$ cat src/rtl/minterm_pkg.sv
// Shared definitions for the minterm codeword transmitter: state encoding,
// codeword table and the detector's membership check.
package minterm_pkg;

    localparam int unsigned CLKS_PER_BIT_DEF = 4;

    // State encoding kept as plain constants so legacy code can compare raw values.
    typedef logic [1:0] state_t;
    localparam state_t IDLE  = 2'd0;
    localparam state_t START = 2'd1;
    localparam state_t DATA  = 2'd2;
    localparam state_t STOP  = 2'd3;

    localparam logic [2:0] CW0 = 3'b001;
    localparam logic [2:0] CW1 = 3'b010;
    localparam logic [2:0] CW2 = 3'b110;

    localparam logic [1:0] SYM_INVALID = 2'd3;

    function automatic logic [2:0] sym_to_cw(input logic [1:0] sym);
        case (sym)
            2'd0:    return CW0;
            2'd1:    return CW1;
            2'd2:    return CW2;
            default: return CW0;
        endcase
    endfunction

    // Detector: z=1 exactly for the x2,x1,x0 patterns in the codeword table.
    function automatic logic is_minterm(input logic [2:0] x);
        return (x == CW0) || (x == CW1) || (x == CW2);
    endfunction

endpackage

$ cat src/rtl/minterm_baud_cnt.sv
// Bit-period counter: counts 0..CLKS_PER_BIT-1 while enabled, pulses tc on
// the last count and wraps; held at zero while disabled.
module minterm_baud_cnt
    import minterm_pkg::*;
#(
    parameter int unsigned CLKS_PER_BIT = CLKS_PER_BIT_DEF
) (
    input  logic clk,
    input  logic rst_n,
    input  logic en,
    output logic tc
);

    localparam logic [7:0] LAST = 8'(CLKS_PER_BIT - 1);

    logic [7:0] cnt;

    assign tc = en && (cnt == LAST);

    // NOTE: sequential state uses non-blocking assignments so every flop
    // samples pre-edge values regardless of block ordering.
    always_ff @(posedge clk or negedge rst_n) begin
        if (!rst_n) begin
            cnt <= '0;
        end else if (!en || tc) begin
            cnt <= '0;
        end else begin
            cnt <= cnt + 8'd1;
        end
    end

endmodule

$ cat src/rtl/minterm_tx.sv
// Serial transmitter that emits only detector minterm codewords as
// start / x2 x1 x0 / stop frames, with a valid/ready symbol handshake.
module minterm_tx
    import minterm_pkg::*;
#(
    parameter int unsigned CLKS_PER_BIT = CLKS_PER_BIT_DEF
) (
    input  logic       clk,
    input  logic       rst_n,
    input  logic       sym_valid,
    input  logic [1:0] sym,
    output logic       sym_ready,
    output logic       tx,
    output logic       busy,
    output logic       err
);

    state_t     state;
    logic [2:0] data_q;
    logic [1:0] bit_idx;
    logic       tc;
    logic       accept;
    logic       sym_ok;

    assign busy      = (state != IDLE);
    // Ready in the last STOP cycle lets the next start bit follow with no gap.
    assign sym_ready = (state == IDLE) || ((state == STOP) && tc);
    assign accept    = sym_valid && sym_ready;
    assign sym_ok    = (sym != SYM_INVALID);

    minterm_baud_cnt #(
        .CLKS_PER_BIT(CLKS_PER_BIT)
    ) u_baud (
        .clk   (clk),
        .rst_n (rst_n),
        .en    (busy),
        .tc    (tc)
    );

    always_ff @(posedge clk or negedge rst_n) begin
        if (!rst_n) begin
            state   <= IDLE;
            tx      <= 1'b1;
            err     <= 1'b0;
            data_q  <= '0;
            bit_idx <= '0;
        end else begin
            err <= accept && !sym_ok;
            if (accept) begin
                // An invalid symbol is consumed without a frame; the line goes idle.
                state <= sym_ok ? START : IDLE;
                if (sym_ok) begin
                    tx     <= 1'b0;
                    data_q <= sym_to_cw(sym);
                end
            end else begin
                case (state)
                    START: if (tc) begin
                        state   <= DATA;
                        tx      <= data_q[2];
                        bit_idx <= 2'd2;
                    end
                    DATA: if (tc) begin
                        if (bit_idx == 2'd0) begin
                            state <= STOP;
                            tx    <= 1'b1;
                        end else begin
                            bit_idx <= bit_idx - 2'd1;
                            tx      <= data_q[bit_idx - 2'd1];
                        end
                    end
                    STOP: if (tc) begin
                        state <= IDLE;
                    end
                    default: ;
                endcase
            end
        end
    end

endmodule
$ cat config.mk
export PLATFORM = sky130hd
export DESIGN_NAME = minterm_tx
export DESIGN_NICKNAME = d
export VERILOG_FILES = /design/src/rtl/minterm_pkg.sv /design/src/rtl/minterm_baud_cnt.sv /design/src/rtl/minterm_tx.sv
export SDC_FILE = /design/constraint.sdc
export NUM_CORES = 1
export LEC_CHECK = 0
export BUFFER_PORTS_ARGS = -buffer_cell sky130_fd_sc_hd__buf_2
export CORE_MARGIN = 1.5
export CORE_UTILIZATION = 35
export CTS_CLUSTER_SIZE = 16
export DETAILED_ROUTE_END_ITERATION = 10
export GPL_TIMING_DRIVEN = 1
export MAX_ROUTING_LAYER = met4
export SLEW_MARGIN = 15
export SYNTH_ARGS = -nofsm -noshare
export SYNTH_HDL_FRONTEND = slang
export SYNTH_HIERARCHICAL = 1
export SYNTH_SLANG_ARGS = --single-unit
$ cat constraint.sdc
create_clock -name clk -period 3.6 [get_ports clk]
set_input_delay 0.18 -clock clk [delete_from_list [all_inputs] [get_ports clk]]
set_output_delay 0.18 -clock clk [all_outputs]
set_load 0.02 [all_outputs]
# After elaboration in Yosys (flattened, before gate mapping)
# Cells that the tools add are included.
# W data, S select, Z words.
# classes
add_sub_neg,2
n_lt_le_gt_ge,1
eq_ne,15
muxes,20
bitwise,1
n_reduce_logical,18
# ops
cell,n
$mux W2,7
$ne A3 B3 Y1 const B,4
$reduce_and A5 Y1,2
$add A8 B1 Y8 const B,1
$eq A8 B2 Y1 const B,1
$mux W8,1
$ne A2 B2 Y1 const B,4
$mux W1,7
$eq A2 B2 Y1 const B,3
$pmux W2 S3,1
$pmux W3 S2,1
$eq A2 B1 Y1 const B,2
$logic_and A1 B1 Y1,4
$logic_not A2 Y1,2
$pmux W2 S2,1
$reduce_and A4 Y1,1
$reduce_bool A2 Y1,2
$reduce_bool A4 Y1,1
$lt A2 B3 Y1 const B,1
$reduce_bool A3 Y1,1
$bmux W1 S2,1
$logic_not A1 Y1,2
$logic_or A1 B1 Y1,2
$ne A2 B1 Y1 const B,1
4 further kinds,4
# totals
ff_bits,17
output_inout_bits,4
wordCells,63

# Depth between registers and ports, before layout
# logic_depth
word_depth,7
depth_mapped,9

# Cells and area by module
# Netlist, hierarchy kept.
# by_module_without_submodules
mod,instances,cells_per_inst,area_each_um2,seq_area_each_um2
minterm_tx,1,57,618.1,226.5
minterm_baud_cnt,1,39,399.1,200.2

# Worst setup path after synthesis
# Ideal clock, no wire load.
# synth_timing
kind,reg-to-reg
from,register state[0]
to,register data_q[0]
t_arrival_ns,2.496
required_ns,3.475
path_slack_ns,0.980
path_stages_with_launch,10
path_buffers,0
period_less_slack_ns,2.620
cell_sequence,dfrtp_1 inv_1 ha_1 inv_1 inv_1 nor4b_1 a21o_2 nand2_4 nor2_1 mux2_2
# synth_between
elab_chain_cells,6
elab_cells_between_ends,8
cone_classes,eq/ne (1); reduce/logical (7)
# synth_rtl
item,line,rtl
"start, declared",minterm_tx.sv:18,state_t state;
"start signal, assigned",minterm_tx.sv:51,state <= sym_ok ? START : IDLE;
$reduce_bool A2 Y1,minterm_tx.sv:25,assign busy = (state != IDLE);
via busy,minterm_tx.sv:14,"output logic busy,"
$logic_and A1 B1 Y1,minterm_baud_cnt.sv:18,assign tc = en && (cnt == LAST);
via tc,minterm_tx.sv:21,logic tc;
$logic_and A1 B1 Y1,minterm_tx.sv:27,assign sym_ready = (state == IDLE) || ((state == STOP) && tc);
$logic_or A1 B1 Y1,minterm_tx.sv:27,
via sym_ready,minterm_tx.sv:12,"output logic sym_ready,"
$logic_and A1 B1 Y1,minterm_tx.sv:28,assign accept = sym_valid && sym_ready;
$reduce_and A2 Y1 (no line),n/a,
"end signal, assigned",minterm_tx.sv:54,data_q <= sym_to_cw(sym);
"end, declared",minterm_tx.sv:19,logic [2:0] data_q;
# The timed path passes the listed nets, and every way through them passes these cells.
# A chain may end at the register's enable or synchronous reset.

# Worst setup path in the final report
# layout_timing
from,register u_baud.cnt[2]
to,register data_q[2]
# layout_between
elab_chain_cells,6
# layout_rtl
item,line,rtl
"start, declared",minterm_baud_cnt.sv:16,logic [7:0] cnt;
"start signal, assigned",minterm_baud_cnt.sv:28,cnt <= cnt + 8'd1;
$eq A8 B2 Y1,minterm_baud_cnt.sv:18,
$logic_and A1 B1 Y1,minterm_baud_cnt.sv:18,
via tc,minterm_tx.sv:21,
$logic_and A1 B1 Y1,minterm_tx.sv:27,
$logic_or A1 B1 Y1,minterm_tx.sv:27,
$logic_and A1 B1 Y1,minterm_tx.sv:28,
$reduce_and A2 Y1 (no line),n/a,
# The timed path passes the listed nets, and every way through them passes these cells.

==> metrics.md <==
| Metric | Value |
|---|---|
| Reg2Reg Setup Slack | approximately 0.76 ns |
| Post-Synth Simple-Gate Area | between 10% and 20% |
| Mux cell area share after synthesis | 5.66% |
| R2r worst-path depth | 6 |
| Area of the multi-input gates | 548 um2 |
| Initial Utilization | 36.9% |
| EDFF count, synth | 0 |
| Synth cell types | 35 |
| Commonest non-fill, non-tap cells in the layout | dfrtp_1 (16), inv_1 (10), nor2_1 (10) |
| LEAKAGE | roughly 0.53 nW |
| Max-slew violations | 0 |
| Post-CTS sizing | 0 |
| Startpoint types | flop |
| Smallest setup slack after layout | 0.765 ns |
| Seq cells post-synth | 17 |
| Max Cap Violations | 0 |
| CTS Hold Bufs | 1 |
| HPWL after DPL | around 1300 um |
| Tmin final | 2.84 ns |
| Initial antenna violation count | 0 |
| Post-Synth XOR/XNOR Area | 2.58% |
| Layout area overhead | 10.8% |
| Syn avg cell area | 10.6 um2 |
| Dpl ws | around 0.76 ns |
| Fmax | 353 MHz |
| Compound-Gate Fraction of Synth Area | 18.3% |
| Fill cells | about 270 |
| Largest net degree at the start of global routing | 18 |
| Top FF cell, synth | dfrtp_1 |
| Worst-path clk slew | ~0.1 ns |
| Routed Antenna Nets | 0 |
| Final hold vios | 0 |
| GRT Total Usage | 12.4% |
| Commonest non-fill, non-tap cell in the layout | dfrtp_1 |
| Unrepaired setup endpoints after global routing | no |
| CP arrival | between 3 and 4 ns |
| Ports | 9 |
| Drt first pass iters | 4 |
| TritonCTS Buffers | 3 |
| Vias in the first global route | about 670 |
| CTS root buf | clkbuf_4 |
| Worst-skew pair later-pin latency | 0.29 ns |
| Vias per cell | about 5.2 |
| Worst setup startpoint | u_baud/cnt[2] |
| First-pass GRT wire length | between 3000 and 4000 um |
| Status | finished clean |
| Via count of the routed design | about 730 |
| Dpl cells | between 100 and 150 |
| Postcts setup bufs | 0 |
| Routed WL | 1740 um |
| Crit path capture | data_q[2] |
| Relative slew slack | a little under two fifths |
| Setup CP Type | reg2reg |
| # rows | 19 |
| Synthesized-area fraction occupied by adder cells | around 11% |
| Clock skew | 0.00394 ns |
| Antenna Cells | 0 |
| DIE WIDTH | between 50 and 60 um |
| FF-to-FF Start | u_baud/cnt[2] |
| Die Y | ~57 um |
| Sequential area share after synthesis | a little over two fifths |
| Total grt overflow | 0 |
| Worst slew pin tran | slightly above 0.9 ns |
| Yosys warning total | 6 |
| Worst Hold Class | in2reg |
| Critical Path RT | about 3.8 ns |
| Async set or reset register ratio after synthesis | 100% |
| Power per cell area | 800 nW/um2 |
| Clock sink count | 17 |
| Wirelength per Cell | 12.5 um |
| Largest family of logic cells by synthesized area | compound AO/OA/AOI/OAI gates |
| Max VDD drop | ~0.41 mV |
| Syn nets | 110 |
| CTS tree | built |
| Final #Nets | between 100 and 150 |
| Final setup violating endpoints | 0 |
| Fin crit share | between 70% and 80% |
| H-Tree Depth | 1 |
| Finished Layout Cells | approximately 140 |
| Die area | between 3000 and 4000 um2 |
| Initial DRC count | 19 |
| Core area | 2760 um2 |
| Reg2reg end | data_q[2] |
| Buffers on Ports | 8 |
| Cell area after synthesis | 1020 um2 |
| TNS Setup | 0 ns |
| DRC Markers | 0 |
| CP Capture Type | flop |
| CP Max Fanout | 6 |
| Placer's final routability congestion estimate | 0.812 |
| Share of layout cells above drive strength 1 | 22.2% |
| Cells after Synth | 96 |
| Register area | approximately 430 um2 |
| Clock buffer depth | 2 |
Yosys cell counts, types with 2 or more instances:
master    count  area [um2]
nand2_1       4        15.0
mux2i_1       2        20.0
xor2_1        2        17.5
nor2_1       10        37.5
dfrtp_1      16         400
o21ai_0       7        35.0
mux2_2        2        22.5
ha_1          9         113
o211ai_1      2        15.0
nand3_1       4        20.0
a21oi_1       3        15.0
inv_1        10        37.5
or3_1         3        18.8
kinds of logic after synthesis:
logic type | after synthesis
flops | 17
xor+xnor | 3
compound gates | 21
fa+ha+maj | 9
mux | 5
simple gates | 30
buf+inv | 11
how the worst min path moves through the flow:
stage | from | end | slack, ns | cells past startpoint
floorplan | rst_n | bit_idx[0] | -0.12 | 0
global placement | rst_n | u_baud/cnt[7] | 0.13 | 1
detailed placement | rst_n | u_baud/cnt[7] | 0.13 | 1
CTS | sym_valid | state[1] | 0.13 | 2
global route | sym_valid | state[1] | 0.13 | 2
finish | sym_valid | state[1] | 0.15 | 2
per-stage QoR:
stage | utilization, % | cell area [um2] | power (mW) | hold slack [ns]
6_report | 40.9 | 1130 | 0.902 | 0.152
2_1_floorplan | - | 1020 | 0.707 | -0.116
3_5_place_dp | 39.6 | 1090 | 0.807 | 0.126
4_1_cts | 40.9 | 1130 | 0.913 | 0.134
3_3_place_gp | 39.6 | 1090 | 0.793 | 0.128
5_1_grt | 40.9 | 1130 | 0.985 | 0.131
per-layer routing:
| metal | up-vias | part of all wire, % | global-route usage [%] |
|---|---|---|---|
| met5 | - | 0 | - |
| met4 | 0 | 0 | 1.99 |
| met3 | 0 | 4.7 | 4.84 |
| met2 | 15 | 49 | 20.4 |
| met1 | 344 | 46 | 14.7 |
| li1 | 366 | - | - |
sequential cells by signal, summed over array words and instances (netlist names):
name and count:
u_baud/cnt 8, tx 1, err 1, state 2
data_q 3, bit_idx 2
report_power, final:
| group | internal (mW) | total [mW] | leakage (nW) | switching, mW |
|---|---|---|---|---|
| Clock | 0.0431 | 0.102 | 0.0150 | 0.0587 |
| Sequential | 0.257 | 0.314 | 0.216 | 0.0576 |
| Combinational | 0.215 | 0.486 | 0.297 | 0.271 |
worst max-delay path, stage by stage, from the launching register on:
cell     delay (ns)
dfrtp_1        0.46
or4_4          0.56
nor4b_1        0.78
a21o_2         0.33
nand2_4        0.09
nor2_1         0.16
mux2_2         0.35
layout make-up:
type	instances	area share, %
multi-input combinational	68	48.6
sequential	17	37.8
timing repair buffer	9	4.44
tap	31	3.44
inverter	10	3.33
clock buffer	4	2.33
(Power assumes the default switching activity.)
